<file path="config.mk">
export PLATFORM = sky130hd
export DESIGN_NAME = csi2_lane_sync_flat
export DESIGN_NICKNAME = d
export VERILOG_FILES = /design/src/rtl/csi2_lane_sync_if.sv /design/src/rtl/csi2_lane_sync.sv /design/src/flat_wrapper.sv
export SDC_FILE = /design/constraint.sdc
export NUM_CORES = 1
export LEC_CHECK = 0
export BUFFER_PORTS_ARGS = -buffer_cell sky130_fd_sc_hd__buf_2
export CAP_MARGIN = 20
export CORE_UTILIZATION = 60
export CTS_CLUSTER_DIAMETER = 100
export DETAILED_ROUTE_END_ITERATION = 10
export GPL_TIMING_DRIVEN = 0
export PLACE_DENSITY = 0.82
export SLEW_MARGIN = 0
export SYNTH_ARGS = -nofsm -noshare
export SYNTH_HDL_FRONTEND = slang
export SYNTH_SLANG_ARGS = --single-unit
</file>
<file path="constraint.sdc">
create_clock -name clk -period 2.7 [get_ports clk]
set_input_delay 0.54 -clock clk [delete_from_list [all_inputs] [get_ports clk]]
set_output_delay 0.54 -clock clk [all_outputs]
set_load 0.005 [all_outputs]
</file>
<file path="src/rtl/csi2_lane_sync_if.sv">
// rtl/csi2_lane_sync_if.sv - lane-side signals of one CSI-2 HS sync hunter/aligner
interface csi2_lane_sync_if;
  logic       hs_active;
  logic [1:0] din;
  logic [7:0] byte_out;
  logic       byte_valid;
  logic       pkt_start;
  logic       locked;
  logic       bit_phase;
  logic       sync_err;

  modport master (
    output hs_active, din,
    input  byte_out, byte_valid, pkt_start, locked, bit_phase, sync_err
  );

  modport slave (
    input  hs_active, din,
    output byte_out, byte_valid, pkt_start, locked, bit_phase, sync_err
  );
endinterface

</file>
<file path="src/rtl/csi2_lane_sync.sv">
// rtl/csi2_lane_sync.sv - per-lane HS sync-byte hunter and byte aligner (2 bits/clk in)
// Hunts the leader sync at either bit phase, then strobes one aligned byte every 4 clk.
module csi2_lane_sync #(
  parameter logic [7:0] SYNC_BYTE    = 8'hB8,
  parameter int         HUNT_TIMEOUT = 64,
  parameter int         SYNC_TOL     = 0
) (
  input logic             clk,
  input logic             rst,
  csi2_lane_sync_if.slave lane
);
  localparam int            HW        = $clog2(HUNT_TIMEOUT);
  localparam logic [HW-1:0] HUNT_LAST = HW'(HUNT_TIMEOUT - 1);

  typedef enum logic [1:0] {IDLE, HUNT, SYNC, WAIT_LP} state_t;

  state_t        state;
  // Bit 0 of the 10-bit window is never inspected, so it is not stored.
  logic [9:1]    sr;
  logic [9:1]    sr_next;
  logic [HW-1:0] hunt_cnt;
  logic [1:0]    byte_cnt;
  logic          first;
  logic          m0;
  logic          m1;

  function automatic logic sync_match(input logic [7:0] window);
    logic [7:0] diff;
    diff = window ^ SYNC_BYTE;
    return (diff == 8'd0) ||
           ((SYNC_TOL != 0) && ((diff & (diff - 8'd1)) == 8'd0));
  endfunction

  assign sr_next = {lane.din, sr[9:3]};
  assign m0      = sync_match(sr[9:2]);
  assign m1      = sync_match(sr[8:1]);

  always_ff @(posedge clk or posedge rst) begin
    if (rst) begin
      state           <= IDLE;
      sr              <= '0;
      hunt_cnt        <= '0;
      byte_cnt        <= 2'd0;
      first           <= 1'b0;
      lane.byte_out   <= 8'd0;
      lane.byte_valid <= 1'b0;
      lane.pkt_start  <= 1'b0;
      lane.locked     <= 1'b0;
      lane.bit_phase  <= 1'b0;
      lane.sync_err   <= 1'b0;
    end else begin
      sr              <= sr_next;
      lane.byte_valid <= 1'b0;
      lane.pkt_start  <= 1'b0;
      lane.sync_err   <= 1'b0;
      if (!lane.hs_active) begin
        state       <= IDLE;
        lane.locked <= 1'b0;
      end else begin
        case (state)
          IDLE: begin
            state    <= HUNT;
            hunt_cnt <= '0;
          end
          HUNT: begin
            hunt_cnt <= hunt_cnt + HW'(1);
            if (m0 || m1) begin
              state          <= SYNC;
              lane.locked    <= 1'b1;
              lane.bit_phase <= ~m0;
              byte_cnt       <= 2'd0;
              first          <= 1'b1;
            end else if (hunt_cnt == HUNT_LAST) begin
              state         <= WAIT_LP;
              lane.sync_err <= 1'b1;
            end
          end
          SYNC: begin
            byte_cnt <= byte_cnt + 2'd1;
            // The counter reaches 3 on this edge; the byte completes in the incoming pair.
            if (byte_cnt == 2'd2) begin
              lane.byte_out   <= lane.bit_phase ? sr_next[8:1] : sr_next[9:2];
              lane.byte_valid <= 1'b1;
              lane.pkt_start  <= first;
              first           <= 1'b0;
            end
          end
          WAIT_LP: begin
          end
          default: state <= IDLE;
        endcase
      end
    end
  end
endmodule

</file>
<file path="src/flat_wrapper.sv">
// flat-port wrapper written by rule: the top's interface ports become plain ports
module csi2_lane_sync_flat 
#(
  parameter logic [7:0] SYNC_BYTE    = 8'hB8,
  parameter int         HUNT_TIMEOUT = 64,
  parameter int         SYNC_TOL     = 0
)
  (clk, rst, lane_hs_active, lane_din, lane_byte_out, lane_byte_valid, lane_pkt_start, lane_locked, lane_bit_phase, lane_sync_err);
  csi2_lane_sync_if lane_i ();
  input logic clk;
  input logic rst;
  input wire logic [$bits(lane_i.hs_active)-1:0] lane_hs_active;
  input wire logic [$bits(lane_i.din)-1:0] lane_din;
  output wire logic [$bits(lane_i.byte_out)-1:0] lane_byte_out;
  output wire logic [$bits(lane_i.byte_valid)-1:0] lane_byte_valid;
  output wire logic [$bits(lane_i.pkt_start)-1:0] lane_pkt_start;
  output wire logic [$bits(lane_i.locked)-1:0] lane_locked;
  output wire logic [$bits(lane_i.bit_phase)-1:0] lane_bit_phase;
  output wire logic [$bits(lane_i.sync_err)-1:0] lane_sync_err;
  assign lane_i.hs_active = lane_hs_active;
  assign lane_i.din = lane_din;
  assign lane_byte_out = lane_i.byte_out;
  assign lane_byte_valid = lane_i.byte_valid;
  assign lane_pkt_start = lane_i.pkt_start;
  assign lane_locked = lane_i.locked;
  assign lane_bit_phase = lane_i.bit_phase;
  assign lane_sync_err = lane_i.sync_err;
  csi2_lane_sync #(.SYNC_BYTE(SYNC_BYTE), .HUNT_TIMEOUT(HUNT_TIMEOUT), .SYNC_TOL(SYNC_TOL)) u_core (.clk(clk), .rst(rst), .lane(lane_i));
endmodule
</file>
Word-level counts from Yosys, hierarchy flattened
Cells that the tools add are included.

storage, ports and cells
  register bits after elaboration = 33
  bits of input ports = 5
  logic and storage cells = 62

cells by class
  add/sub/neg operators = 2
  equal/unequal tests = 10
  muxes and demuxes = 23
  bitwise gates (word level) = 3
  reductions and logical operators = 13

operators by type and width
  cell                                                 count
  logical NOT 8 bit                                    2
  2-to-1 mux 1 bit                                     14
  case mux 6 bit (2 select lines)                      1
  AND reduction 3 bit                                  3
  2-to-1 mux 2 bit                                     4
  2-to-1 mux 8 bit                                     1
  != test 2 x 1 -> 1 bit, second input constant        4
  inverter 4 bit                                       2
  case mux 2 bit (2 select lines)                      2
  adder 6 x 1 -> 6 bit, second input constant          1
  equality test 6 bit, second input constant           1
  AND reduction 2 bit                                  3
  equality test 2 bit, second input constant           2
  != test 4 x 2 -> 1 bit, second input constant        1
  AND reduction 4 bit                                  1
  nonzero test 2 bit                                   2
  != test 3 x 1 -> 1 bit, second input constant        1
  adder 2 x 1 -> 2 bit, second input constant          1
  equality test 2 x 1 -> 1 bit, second input constant  1
  logical NOT 2 bit                                    1
  case mux 1 bit (2 select lines)                      1
  logical OR 1 bit                                     1
  inverter 1 bit                                       1

Longest topological paths before layout
  depth in word-level cells = 6
  depth in mapped cells = 6
  depth with buffers taken out = 5

Worst setup path before layout
No wires, ideal clock.

  path kind = register to register
  start = register u_core.hunt_cnt[0]
  end = register u_core.state[0]
  arrival time = 1.206 ns
  required time = 2.577 ns
  setup slack = 1.371 ns
  stages on the path, launching flop included = 6
  path buffers = 0
  cell sequence = dfrtp_1 -> ha_1 -> and3_1 -> nand3_1 -> a21oi_1 -> o221a_2

on the way
  longest elaborated chain between the ends = 3

RTL lines
  element                           RTL line              text
  start: declaration                csi2_lane_sync.sv:21  logic [HW-1:0] hunt_cnt;
  start signal: assignment          csi2_lane_sync.sv:66  hunt_cnt <= hunt_cnt + HW'(1);
  equality test 6 bit               csi2_lane_sync.sv:73  end else if (hunt_cnt == HUNT_LAST) begin
  != test 4 x 2 -> 1 bit (no line)  --
  AND reduction 2 bit (no line)     --
  end signal: assignment            csi2_lane_sync.sv:68  state <= SYNC;
  end signal: assignment            csi2_lane_sync.sv:74  state <= WAIT_LP;
  end signal: assignment            csi2_lane_sync.sv:90  default: state <= IDLE;
  end: declaration                  csi2_lane_sync.sv:17  state_t state;

No other way between the ends.
A chain may end at the register's enable or synchronous reset.

Final worst setup path
  start = register u_core.state[0]
  end = register u_core.lane.byte_out[7]

on the way
  longest elaborated chain between the ends = 2

RTL lines
  element                        RTL line                 text
  start signal: assignment       csi2_lane_sync.sv:40     state <= IDLE;
  start signal: assignment       csi2_lane_sync.sv:57     state <= IDLE;
  start signal: assignment       csi2_lane_sync.sv:62     state <= HUNT;
  equality test 2 bit            csi2_lane_sync.sv:60     case (state)
  AND reduction 3 bit (no line)  --
  end signal: assignment         csi2_lane_sync.sv:82     lane.byte_out <= lane.bit_phase ? sr_next[8:1] : sr_next[9:2];
  end: declaration               csi2_lane_sync_if.sv:19  output byte_out, byte_valid, pkt_start, locked, bit_phase, sync_err

No other way between the ends.

==> Flow_metrics.wiki <==
{| class="wikitable"
! Metric !! Value
|-
| # setup viols final || 0
|-
| GRT Resource Usage Total || between 20% and 30%
|-
| Weighted congestion at the end of routability-driven global placement || between 0.8 and 0.9
|-
| Worst skew pair latency || between 0.3 and 0.4 ns
|-
| Starting density of the core || about 65%
|-
| Required time worst endpoint || just under 3 ns
|-
| Net count of the finished layout || ~160
|-
| Layout-stage area growth over the synthesis result || 15.0%
|-
| Commonest cells after routing, fill and taps aside || dfrtp_1 (33), buf_2 (21), nand2_1 (16), o21ai_0 (16), mux2i_1 (11)
|-
| Sequential cell fraction of total power || a little over half
|-
| Setup Fix Bufs, Post-CTS || 0
|-
| Total wire length || about 2.5 mm
|-
| Worst Clk Skew || ~0.0054 ns
|-
| Total half-perimeter wirelength after legalization and detailed placement || roughly 1.8 mm
|-
| Biggest fanout along the worst timing path || 10
|-
| Max transition margin || 54.9%
|-
| CTS-repair resized insts || 0
|-
| Post-route DRC || 0
|-
| Count of distinct cell types in the synthesized netlist || 27
|-
| Top cells by area in the synthesized netlist || dfrtp_1 (56%), mux2i_1 (7.5%), o21ai_0 (5.5%)
|-
| Met3 demand-to-capacity share in global routing || under 10%
|-
| Most heavily used metal layer in global routing || met2
|-
| Post-Syn Nets || 139
|-
| Antenna violations before repair || 0
|-
| Placement Cell Area || 0.00161 mm^2
|-
| Max Buffers Root-to-Sink || 2
|-
| Result of the run || completed
|-
| Post-route cell area || between 0.0015 and 0.002 mm^2
|-
| Switching share of power || around a quarter
|-
| Startpoint types || flip-flop
|-
| Share of cells above drive strength 1 || roughly a quarter
|-
| Sequential element share of the synthesized area || a little under three fifths
|-
| Clock power share || between 30% and 40%
|-
| Crit end category || flip-flop
|-
| Final Max Slew Viols || 0
|-
| Crit. Startpoint || u_core.state[0]
|-
| Final Hold Viols || 0
|-
| Crit path arrival time || between 1.5 and 2 ns
|-
| Worst-case reg-to-reg path depth || 6
|-
| Portion of synthesized cell area occupied by the leading cell type || roughly 56%
|-
| Cell taking the most area after synthesis || dfrtp_1
|-
| Leakage Power || ~0.81 nW
|-
| Final Cycle Share || between 60% and 70%
|-
| Min-delay worst type || input port to async pin
|-
| Placed instance count || roughly 180
|-
| Detail-routed via count per cell || 5.60
|-
| Worst-case register-to-register setup slack || around 1.1 ns
|-
| Num CTS Buffers || 5
|-
| Maximum number of pins on one net before global-route repair || 27
|-
| Number of nets with antenna violations after routing || 0
|-
| Count of antenna diodes in the layout || 0
|-
| CTS tree || done
|-
| Quantity of hold-fixing buffers added after cts || 0
|-
| Number of rows created at floorplan || 17
|-
| Worst vdd ir || 0.491 mV
|-
| Fraction of power consumed by combinational cells || 11.0%
|-
| DRT Pass-1 Iters || 4
|-
| Horizontal die dimension || a little over 50 um
|-
| Transition at the pin with the smallest max-transition slack || 0.669 ns
|-
| Total via count after detailed routing || ~1000
|-
| Post-layout instance count excluding filler cells || around 180
|-
| Core area || between 0.002 and 0.0025 mm^2
|-
| Clock tree root buffer cell || clkbuf_4
|-
| Floorplan die height || 51.4 um
|-
| Die area || roughly 0.0026 mm^2
|-
| Count of yosys warnings during synthesis || 0
|-
| Clk sinks || 33
|-
| Initial drt markers || 19
|-
| RR Endpoint || u_core.lane.byte_out[7]
|-
| Switching power || 0.242 mW
|-
| Start-to-end type of the worst setup path || flip-flop to flip-flop
|-
| H-tree depth || 2
|-
| Setup repair after global routing missed its margin || false
|-
| Clock transition at the registers of the reported paths || ~0.10 ns
|-
| Maxcap violations || 0
|-
| Mean post-synth cell area || around 11 um^2
|-
| Most common cell after layout, fill and taps aside || dfrtp_1
|-
| Fin crit period || ~1.6 ns
|-
| First-pass GRT wire length || about 4.0 mm
|-
| Detailed-route wire length per cell || 13.5 um
|-
| Met1 Use GR || between 20% and 30%
|-
| Synthesized instance count || 129
|-
| Vias in the first global route || about 930
|-
| Post-synthesis instance area || roughly 0.0015 mm^2
|-
| Max Freq || 607 MHz
|-
| Fillers || approximately 160
|-
| Number of synthesized register bits || 33
|-
| Post-Route Setup TNS || 0 ns
|-
| Total power per unit cell area || between 500 and 600 mW/mm^2
|-
| Number of placed I/O pins || 18
|-
| Overflow after GRT || 0
|-
| Port Buffers || 17
|-
| Capture point of the critical path || u_core.lane.byte_out[7]
|-
| Internal power consumption || 0.757 mW
|-
| Reg2Reg Launch Point || u_core.state[0]
|-
| Met2 global-route usage || 32.7%
|}
==> how the worst min path moves through the flow <==
stage	from	end	slack (ns)	cells past startpoint
final	rst	u_core.hunt_cnt[4]	0.18	2
after global routing	rst	u_core.hunt_cnt[4]	0.19	2
after CTS	rst	u_core.hunt_cnt[4]	0.18	2
after detailed placement	u_core.sr[6]	u_core.sr[4]	0.41	0
after global placement	u_core.sr[3]	u_core.sr[1]	0.40	0
after floorplan	u_core.sr[3]	u_core.sr[1]	0.37	0
==> area by class of cell <==
type / count / area, um^2 / share of cell area (%)
clock inverter: 2 / 35.0 / 2.08
sequential: 33 / 826 / 49.0
clock buffer: 5 / 37.5 / 2.23
multi-input combinational: 82 / 583 / 34.6
tap: 28 / 35.0 / 2.08
timing repair buffer: 18 / 113 / 6.68
inverter: 10 / 37.5 / 2.23
buffer: 4 / 20.0 / 1.19
==> synth_stat cells (all sizes together) <==
cell type and instances:
nor2b 4, a22o 1, and3 2, o22ai 1, nand2 16, nand3 5
a31oi 1, o21ai 18, dfrtp 33, and4bb 3, o21a 1, buf 4
nor3 1, nand2b 1, inv 10, nor2 3, o221a 1, a32o 1
a21oi 4, ha 5, a41oi 1, o32ai 2, mux2i 11
==> power by group through the flow <==
stage	combinational [mW]	clock [mW]	sequential, mW
6_report	0.109	0.346	0.543
5_1_grt	0.124	0.373	0.547
4_1_cts	0.110	0.353	0.543
3_5_place_dp	0.110	0	0.553
3_3_place_gp	0.100	0	0.551
2_1_floorplan	0.0824	0	0.548
==> cell families after synthesis <==
kind of cell	share of synthesized area, %
adder cells (fa/ha/maj)	4.27
buffers and inverters	3.93
AND/OR/NAND/NOR	12.7
AO/OA/AOI/OAI	15.3
multiplexers	7.51
flip-flops	56.3
==> registers in the layout, summed over array words and instances (netlist names), 2 cells and up <==
name and flops:
u_core.sr 9, u_core.lane.byte_out 8, u_core.state 2, u_core.hunt_cnt 6, u_core.byte_cnt 2
==> metal layers <==
metal,wire length (um),up-vias
li1,-,501
met1,1160,485
met2,1150,26
met3,105,7
met4,44,0
met5,0,-
==> stage by stage <==
step                      utilization [%]  total power [mW]  hold WS, ns  setup slack (ns)
final                                74.8             0.999        0.183              1.05
after global routing                 74.8              1.04        0.186             0.929
after CTS                            74.8              1.01        0.183              1.06
after detailed placement             71.6             0.663        0.407              1.08
after global placement               70.4             0.651        0.404              1.06
after floorplan                         -             0.630        0.367              1.37
==> worst max-delay path, cell delays in order (launching register included) <==
cell     delay, ns
dfrtp_1       0.42
inv_1         0.10
ha_1          0.27
nand3_1       0.28
buf_2         0.29
nand2_1       0.08
o21ai_0       0.08
Power figures use the tool's default switching activity.
